`src/rtl/input_conditioner_if.sv`:
```
// Board-pin side of the input conditioner: raw buttons/switches in, conditioned
// levels and strobes out toward the GPIO block.
interface input_conditioner_if #(
  parameter int unsigned N_BTN = 4,
  parameter int unsigned N_SW  = 16
);
  logic [N_BTN-1:0] btn;
  logic [N_SW-1:0]  sw;
  logic [N_BTN-1:0] btn_level;
  logic [N_BTN-1:0] btn_press;
  logic [N_BTN-1:0] btn_release;
  logic [N_BTN-1:0] btn_repeat;
  logic [N_SW-1:0]  sw_level;
  logic             sw_changed;

  // Board / GPIO consumer side
  modport master (
    output btn, sw,
    input  btn_level, btn_press, btn_release, btn_repeat, sw_level, sw_changed
  );

  // Conditioner side
  modport slave (
    input  btn, sw,
    output btn_level, btn_press, btn_release, btn_repeat, sw_level, sw_changed
  );
endinterface

```
`src/rtl/input_conditioner.sv`:
```
// Synchronizes, debounces and edge-detects raw buttons and switches, and
// generates an auto-repeat strobe for held buttons.
module input_conditioner #(
  parameter int unsigned N_BTN           = 4,
  parameter int unsigned N_SW            = 16,
  parameter int unsigned DEBOUNCE_CYCLES = 1_000_000,
  parameter int unsigned REPEAT_DELAY    = 50_000_000,
  parameter int unsigned REPEAT_PERIOD   = 10_000_000
) (
  input logic               clk,
  input logic               reset,
  input_conditioner_if.slave io
);

  localparam int unsigned N_IN    = N_BTN + N_SW;
  localparam int unsigned CNT_W   = $clog2(DEBOUNCE_CYCLES);
  localparam int unsigned REP_MAX = (REPEAT_DELAY > REPEAT_PERIOD) ? REPEAT_DELAY : REPEAT_PERIOD;
  localparam int unsigned REP_W   = (REP_MAX > 1) ? $clog2(REP_MAX) : 1;

  localparam logic [CNT_W-1:0] DB_LAST  = CNT_W'(DEBOUNCE_CYCLES - 1);
  localparam logic [REP_W-1:0] DLY_LAST = REP_W'(REPEAT_DELAY - 1);
  localparam logic [REP_W-1:0] PER_LAST = REP_W'(REPEAT_PERIOD - 1);

  typedef enum logic [1:0] {
    REP_IDLE  = 2'd0,
    REP_DELAY = 2'd1,
    REP_RATE  = 2'd2
  } rep_state_e;

  logic [N_BTN-1:0] btn_meta_q, btn_sync_q;
  logic [N_SW-1:0]  sw_meta_q, sw_sync_q;

  logic [N_IN-1:0]  in_c;
  logic [N_IN-1:0]  d_q;
  logic [N_IN-1:0]  accept_c;
  logic [CNT_W-1:0] c_q [N_IN];
  logic [CNT_W-1:0] c_d [N_IN];

  logic [N_BTN-1:0] btn_rise_c, btn_fall_c;
  logic [N_SW-1:0]  sw_accept_c;

  logic [N_BTN-1:0] press_q, release_q, repeat_q, repeat_d;
  logic             changed_q;

  rep_state_e       rep_state_q [N_BTN];
  rep_state_e       rep_state_d [N_BTN];
  logic [REP_W-1:0] r_q [N_BTN];
  logic [REP_W-1:0] r_d [N_BTN];

  // Two-flop synchronizers; buttons idle high (released) out of reset
  always_ff @(posedge clk) begin
    if (reset) begin
      btn_meta_q <= '1;
      btn_sync_q <= '1;
      sw_meta_q  <= '0;
      sw_sync_q  <= '0;
    end else begin
      btn_meta_q <= io.btn;
      btn_sync_q <= btn_meta_q;
      sw_meta_q  <= io.sw;
      sw_sync_q  <= sw_meta_q;
    end
  end

  // Buttons are inverted here so every debouncer sees active-high sense
  assign in_c = {sw_sync_q, ~btn_sync_q};

  // Debounce: count consecutive mismatches, accept on the terminal count
  always_comb begin
    accept_c = '0;
    for (int i = 0; i < N_IN; i++) begin
      c_d[i] = c_q[i];
      if (in_c[i] == d_q[i]) begin
        c_d[i] = '0;
      end else if (c_q[i] == DB_LAST) begin
        c_d[i]      = '0;
        accept_c[i] = 1'b1;
      end else begin
        c_d[i] = c_q[i] + CNT_W'(1);
      end
    end
  end

  always_ff @(posedge clk) begin
    if (reset) begin
      d_q <= '0;
      for (int i = 0; i < N_IN; i++) c_q[i] <= '0;
    end else begin
      d_q <= d_q ^ accept_c;
      for (int i = 0; i < N_IN; i++) c_q[i] <= c_d[i];
    end
  end

  assign btn_rise_c  = accept_c[N_BTN-1:0] & ~d_q[N_BTN-1:0];
  assign btn_fall_c  = accept_c[N_BTN-1:0] &  d_q[N_BTN-1:0];
  assign sw_accept_c = accept_c[N_IN-1:N_BTN];

  // Repeat FSM next-state; a debounced release always wins and suppresses the strobe
  always_comb begin
    repeat_d = '0;
    for (int i = 0; i < N_BTN; i++) begin
      rep_state_d[i] = rep_state_q[i];
      r_d[i]         = r_q[i];
      if (btn_fall_c[i]) begin
        rep_state_d[i] = REP_IDLE;
        r_d[i]         = '0;
      end else begin
        case (rep_state_q[i])
          REP_IDLE: begin
            if (btn_rise_c[i]) begin
              rep_state_d[i] = REP_DELAY;
              r_d[i]         = '0;
            end
          end
          REP_DELAY: begin
            if (r_q[i] == DLY_LAST) begin
              repeat_d[i]    = 1'b1;
              r_d[i]         = '0;
              rep_state_d[i] = REP_RATE;
            end else begin
              r_d[i] = r_q[i] + REP_W'(1);
            end
          end
          REP_RATE: begin
            if (r_q[i] == PER_LAST) begin
              repeat_d[i] = 1'b1;
              r_d[i]      = '0;
            end else begin
              r_d[i] = r_q[i] + REP_W'(1);
            end
          end
          default: begin
            rep_state_d[i] = REP_IDLE;
            r_d[i]         = '0;
          end
        endcase
      end
    end
  end

  always_ff @(posedge clk) begin
    if (reset) begin
      for (int i = 0; i < N_BTN; i++) begin
        rep_state_q[i] <= REP_IDLE;
        r_q[i]         <= '0;
      end
    end else begin
      for (int i = 0; i < N_BTN; i++) begin
        rep_state_q[i] <= rep_state_d[i];
        r_q[i]         <= r_d[i];
      end
    end
  end

  // Strobes are registered on the same edge the debounced level moves
  always_ff @(posedge clk) begin
    if (reset) begin
      press_q   <= '0;
      release_q <= '0;
      repeat_q  <= '0;
      changed_q <= 1'b0;
    end else begin
      press_q   <= btn_rise_c;
      release_q <= btn_fall_c;
      repeat_q  <= repeat_d;
      changed_q <= |sw_accept_c;
    end
  end

  assign io.btn_level   = d_q[N_BTN-1:0];
  assign io.btn_press   = press_q;
  assign io.btn_release = release_q;
  assign io.btn_repeat  = repeat_q;
  assign io.sw_level    = d_q[N_IN-1:N_BTN];
  assign io.sw_changed  = changed_q;

endmodule

```
`src/flat_wrapper.sv`:
```
// flat-port wrapper written by rule: the top's interface ports become plain ports
module input_conditioner_flat 
#(
  parameter int unsigned N_BTN           = 4,
  parameter int unsigned N_SW            = 16,
  parameter int unsigned DEBOUNCE_CYCLES = 1_000_000,
  parameter int unsigned REPEAT_DELAY    = 50_000_000,
  parameter int unsigned REPEAT_PERIOD   = 10_000_000
)
  (clk, reset, io_btn, io_sw, io_btn_level, io_btn_press, io_btn_release, io_btn_repeat, io_sw_level, io_sw_changed);
  input_conditioner_if #(.N_BTN(N_BTN), .N_SW(N_SW)) io_i ();
  input logic clk;
  input logic reset;
  input wire logic [$bits(io_i.btn)-1:0] io_btn;
  input wire logic [$bits(io_i.sw)-1:0] io_sw;
  output wire logic [$bits(io_i.btn_level)-1:0] io_btn_level;
  output wire logic [$bits(io_i.btn_press)-1:0] io_btn_press;
  output wire logic [$bits(io_i.btn_release)-1:0] io_btn_release;
  output wire logic [$bits(io_i.btn_repeat)-1:0] io_btn_repeat;
  output wire logic [$bits(io_i.sw_level)-1:0] io_sw_level;
  output wire logic [$bits(io_i.sw_changed)-1:0] io_sw_changed;
  assign io_i.btn = io_btn;
  assign io_i.sw = io_sw;
  assign io_btn_level = io_i.btn_level;
  assign io_btn_press = io_i.btn_press;
  assign io_btn_release = io_i.btn_release;
  assign io_btn_repeat = io_i.btn_repeat;
  assign io_sw_level = io_i.sw_level;
  assign io_sw_changed = io_i.sw_changed;
  input_conditioner #(.N_BTN(N_BTN), .N_SW(N_SW), .DEBOUNCE_CYCLES(DEBOUNCE_CYCLES), .REPEAT_DELAY(REPEAT_DELAY), .REPEAT_PERIOD(REPEAT_PERIOD)) u_core (.clk(clk), .reset(reset), .io(io_i));
endmodule
```
`config.mk`:
```
export PLATFORM = sky130hd
export DESIGN_NAME = input_conditioner_flat
export DESIGN_NICKNAME = d
export VERILOG_FILES = /design/src/rtl/input_conditioner_if.sv /design/src/rtl/input_conditioner.sv /design/src/flat_wrapper.sv
export SDC_FILE = /design/constraint.sdc
export NUM_CORES = 1
export LEC_CHECK = 0
export ABC_AREA = 1
export CELL_PAD_IN_SITES_DETAIL_PLACEMENT = 0
export CELL_PAD_IN_SITES_GLOBAL_PLACEMENT = 1
export CORE_MARGIN = 8
export CORE_UTILIZATION = 50
export DETAILED_ROUTE_END_ITERATION = 16
export PLACE_DENSITY_LB_ADDON = 0.15
export SLEW_MARGIN = 5
export SYNTH_ARGS = -nofsm -noshare
export SYNTH_HDL_FRONTEND = slang
export SYNTH_SLANG_ARGS = --single-unit
```
`constraint.sdc`:
```
create_clock -name clk -period 5.9 [get_ports clk]
set_input_delay 1.18 -clock clk [delete_from_list [all_inputs] [get_ports clk]]
set_output_delay 1.18 -clock clk [all_outputs]
set_load 0.02 [all_outputs]
```
## After elaboration in Yosys (flattened, before gate mapping)

Memories as Yosys holds them, arrays and structs flattened.
Cells that the tools add are included.

| storage, ports and cells | value |
|---|---|
| bits in writable memories | 512 |
| bits in registers | 73 |
| memories kept | 3 |
| logic and storage cells | 296 |
| bits of input ports | 22 |

Memories:

| memory | depth | bits a word | rd ports | clocked after Yosys merged registers in | write ports | RTL line | source |
|---|---|---|---|---|---|---|---|
| u_core.c_q | 20 | 20 | 20 | 0 | 20 | input_conditioner.sv:36 | `logic [CNT_W-1:0] c_q [N_IN];` |
| u_core.r_q | 4 | 26 | 4 | 0 | 4 | input_conditioner.sv:47 | `logic [REP_W-1:0] r_q [N_BTN];` |
| u_core.rep_state_q | 4 | 2 | 4 | 0 | 4 | input_conditioner.sv:45 | `rep_state_e rep_state_q [N_BTN];` |

| cells by class | value |
|---|---|
| reductions and logical operators | 9 |
| bitwise gates (word level) | 33 |
| add/sub/neg operators | 24 |
| equality and inequality tests | 56 |
| mux-type cells | 159 |

Operator list:

| operator | count |
|---|---|
| $mux W20 | 60 |
| $mux W26 | 20 |
| $add A20 B1 Y20 const B | 20 |
| $eq A20 B20 Y1 const B | 20 |
| $pmux W26 S3 | 4 |
| $add A26 B1 Y26 const B | 4 |
| $eq A26 B24 Y1 const B | 4 |
| $eq A26 B26 Y1 const B | 4 |
| $mux W1 | 51 |
| $mux W2 | 16 |
| $or A1 B1 Y1 | 28 |
| $pmux W2 S3 | 4 |
| $eq A1 B1 Y1 | 20 |
| $xor A20 B20 Y20 | 1 |
| $reduce_or A16 Y1 | 1 |
| $and A4 B4 Y4 | 2 |
| $eq A2 B1 Y1 const B | 4 |
| $eq A2 B2 Y1 const B | 4 |
| $logic_not A2 Y1 | 4 |
| $not A4 Y4 | 2 |
| $pmux W1 S2 | 4 |
| $reduce_or A2 Y1 | 4 |

## Longest topological paths before layout

| logic depth | value |
|---|---|
| depth in word-level cells | 8 |
| mapped depth | 17 |
| depth with buffers taken out | 16 |

## Worst setup path after synthesis

OpenSTA, ideal clock, no wires.

| timing | value |
|---|---|
| kind | flip-flop to flip-flop |
| start | mem u_core.c_q[0][60] in the netlist's numbering |
| end | mem u_core.r_q[3][16] in the netlist's numbering |
| cell stages (with the launch flop) | 16 |
| setup time | 0.070 ns |
| arrival | 2.211 ns |
| path slack | 3.619 ns |
| buffers on the path | 1 |
| required time | 5.830 ns |
| path through | dfxtp_1 > ha_1 > nand3_1 > nor3_1 > nand4_1 > nor2_1 > ha_1 > inv_1 > nand2_1 > inv_2 > nor2_4 > clkinv_1 > clkbuf_1 > nor2_1 > nand2_1 > a21oi_1 |

RTL lines:

| item | RTL line |
|---|---|
| start: declaration | input_conditioner.sv:36 |
| end: declaration | input_conditioner.sv:47 |

==> run_results.csv <==
group,metric,value,unit
route,wl_met1,29.8,mm
clock_network,clock-sinks,585,
clock_network,ctsLongestPathBuffers,3,
clock_network,clk_latency,0.58,ns
synthesis,avgSynthCellArea,7.00,µm²
global_routing,grt_pass1_wl,102,mm
timing,slew_viol_final,0,
cells_and_area,final_common_cell,"nand2_1",
route,dr.pass1.iters,5,
power,power_density,263,nW/µm²
power,p_leak,10.7,nW
route,dr_total_vias,23892,
die,core,56500,µm²
die,dieHeight,255,µm
synthesis,synth-adder-area-share,2.27,%
timing,setup_viol,0,
synthesis,async_reset_ff_share,0,%
synthesis,synthTopCellsByArea,"dfxtp_1 (41%), nand2_1 (11%), nor2_1 (10%)",
timing,worst_slew_pin_slew,0.935,ns
synthesis,synth-xor-area-share,6.94,%
synthesis,synth.area.mux_share,0,%
timing,fin_skew,0.0130,ns
global_routing,grt_pass1_vias,22202,
clock_network,postCtsSetupRepairBufs,0,
timing,slew_headroom,37.6,%
clock_network,cts_buffers,67,
critical_path,end_kind,"flop",
critical_path,critPathLaunch,"u_core.c_q[0][60]",
cells_and_area,layout_common_cells,"nand2_1 (871), nor2_1 (763), dfxtp_1 (585)",
synthesis,ys_seq_area_share,40.9,%
synthesis,syn_inst,4091,
clock_network,cts-htree-levels,3,
die,die_area,65200,µm²
timing,hold_viol,0,
route,route.met2.wl,25.5,mm
cells_and_area,diodes,0,
synthesis,synth-seq-cells,585,
die,initial_core_util,50.7,%
synthesis,synth_enable_flop_cells,0,
critical_path,timing.rr.start,"u_core.c_q[0][60]",
placed_design,place.gp.congestion,0.828,
hold_path,min_from,"u_core.sw_meta_q[15]",
placed_design,io_buffers,54,
synthesis,synth_area,28700,µm²
clock_network,postCtsHoldBufs,0,
cells_and_area,area_growth,11.6,%
critical_path,worstPathMaxFanout,28,
timing,fin_ws,2.70,ns
route,routedWlPerCell,11.8,µm
die,fp-row-count,87,
timing,timing.final.crit_share,54.2,%
placed_design,hpwl,40.8,mm
die,io_pins,55,
run_status,status,"finished clean",
global_routing,antenna_found_initial,0,
run,drv_cap,0,
placed_design,place_ws,2.22,ns
critical_path,crit_path_start_kind,"flop",
synthesis,synth.distinct_cells,50,
die,die_w,255,µm
cells_and_area,fillers,5611,
global_routing,grt_overflow,0,
hold_path,min_path_type,"reg -> reg",
route,initialDrtViolationCount,1187,
clock_network,cts_tree,"built",
timing,tns,0,ns
placed_design,dpl-instance-area,29700,µm²
critical_path,cp.required,6.40,ns
timing,fin_hold_ws,0.402,ns
synthesis,synth_top_family_by_area,"simple AND/OR/NAND/NOR gates",
clock_network,root_buffer,"clkbuf_16",
synthesis,synth_top_area_cell,"dfxtp_1",
cells_and_area,final_cells,4935,
route,vias_per_cell,4.84,
synthesis,synth_flop_cell,"dfxtp_1",
route,ant_nets,0,
synthesis,synth_top_area_share,40.9,%
clock_network,clk_pin_slew,0.06,ns
route,top_layer,"met4",
clock_network,cts_resized,0,
timing,rsz0062_at_grt,"false",
cells_and_area,finalInstanceArea,32000,µm²
placed_design,placed_cells,4817,
cells_and_area,drive_gt1_share,5.70,%
synthesis,synth-compound-area-share,7.13,%
critical_path,crit_type,"reg -> reg",
synthesis,yosys_warnings,0,
cells_and_area,nets,4204,
global_routing,grt_max_degree,43,
route,wl_met3,1.94,mm
route,route.detailed.drc,0,
timing,period_needed,3.20,ns
timing,fmax,313,MHz
route,drt-total-wl,58.5,mm
synthesis,synth_fp_nets,4165,
global_routing,grtUsageTotal,17.5,%
synthesis,yosys.area_share.simple,35.2,%
critical_path,cp_data_arrival_time,3.70,ns
power,vdd_drop_max,0.261,mV
[layer usage]
metal / vias up / track usage, %
li1: 13108 / -
met1: 10487 / 23.7
met2: 220 / 28.5
met3: 77 / 3.29
met4: 0 / 4.48
met5: - / 0
[final timing paths]
path / to / slack (ns) / depth (start not counted)
worst max-delay path: u_core.r_q[3][6] / 2.70 / 14
worst min-delay path: u_core.sw_sync_q[15] / 0.40 / 2
worst max register to register: u_core.r_q[3][6] / 2.70 / 14
worst min register to register: u_core.sw_sync_q[15] / 0.40 / 2
[synthesized netlist by cell type (4+ instances only)]
| library cell | instances |
|---|---|
| inv_2 | 9 |
| o21a_1 | 11 |
| nand3b_1 | 13 |
| xnor2_1 | 63 |
| nor2_1 | 763 |
| a21oi_1 | 268 |
| nand4_1 | 93 |
| nor3b_1 | 41 |
| a31oi_1 | 11 |
| o21ai_1 | 4 |
| or2_2 | 29 |
| nand2_2 | 13 |
| nand3_2 | 9 |
| nor4_1 | 14 |
| nand2_1 | 871 |
| xor2_1 | 164 |
| buf_6 | 8 |
| ha_1 | 52 |
| buf_2 | 28 |
| o21ai_0 | 44 |
| or3_1 | 4 |
| nor3_1 | 166 |
| nor2_4 | 5 |
| clkbuf_1 | 38 |
| a211oi_1 | 14 |
| dfxtp_1 | 585 |
| nor2_2 | 40 |
| nand3_1 | 195 |
| o21bai_1 | 18 |
| or2_0 | 4 |
| and3_1 | 13 |
| nor3_2 | 17 |
| a21o_1 | 4 |
| clkinv_1 | 4 |
| buf_1 | 6 |
| inv_1 | 449 |
[critical path, cell delays in order (launching register included)]
cell,delay [ns]
dfxtp_1,0.35
ha_1,0.19
nand3_1,0.16
nor3_1,0.20
nand4_1,0.15
nor2_1,0.17
ha_1,0.20
inv_1,0.06
nand2_1,0.06
inv_2,0.20
nor2_4,0.28
clkinv_1,0.55
nor3_1,0.34
nand2_1,0.08
a21oi_1,0.13
[through the flow]
step | utilization (%) | total power [W]
after CTS | 56.6 | 0.00857
final | 56.6 | 0.00842
after floorplan | - | 0.00427
after global routing | 56.6 | 0.00875
after detailed placement | 52.6 | 0.00432
after global placement | 52.6 | 0.00432
[cell type report]
class	count	area [µm²]	share of cell area, %
well taps	756	946	2.96
clock inverters	15	185	0.579
multi-input cells	2958	14800	46.2
clock buffers	103	2080	6.50
repair buffers	56	553	1.73
flip-flops and latches	585	11700	36.6
inverters	462	1730	5.42
[report_power, final]
part           total, W  switching (W)  internal, W  leakage [nW]
logic          0.000242       0.000184    0.0000576          4.90
registers       0.00399      0.0000129      0.00397          4.72
clock network   0.00419        0.00160      0.00259          1.12
[flip-flops by register name, indices dropped and copies added (netlist names), named ones only]
name	flops
u_core.d_q	4
u_core.btn_sync_q	4
u_core.io.btn_press	4
u_core.rep_state_q	8
u_core.io.btn_release	4
u_core.io.btn_repeat	4
u_core.btn_meta_q	4
u_core.sw_sync_q	16
u_core.c_q	400
u_core.io.sw_changed	1
u_core.r_q	104
u_core.sw_meta_q	16
[cells by family (layout without fill, tap and decap cells)]
logic type,Yosys count,count (layout)
adder cells (fa/ha/maj),52,52
buffers and inverters,548,636
XOR/XNOR,227,227
AO/OA/AOI/OAI,379,379
AND/OR/NAND/NOR,2300,2300
flip-flops,585,585
(Power assumes the default switching activity.)
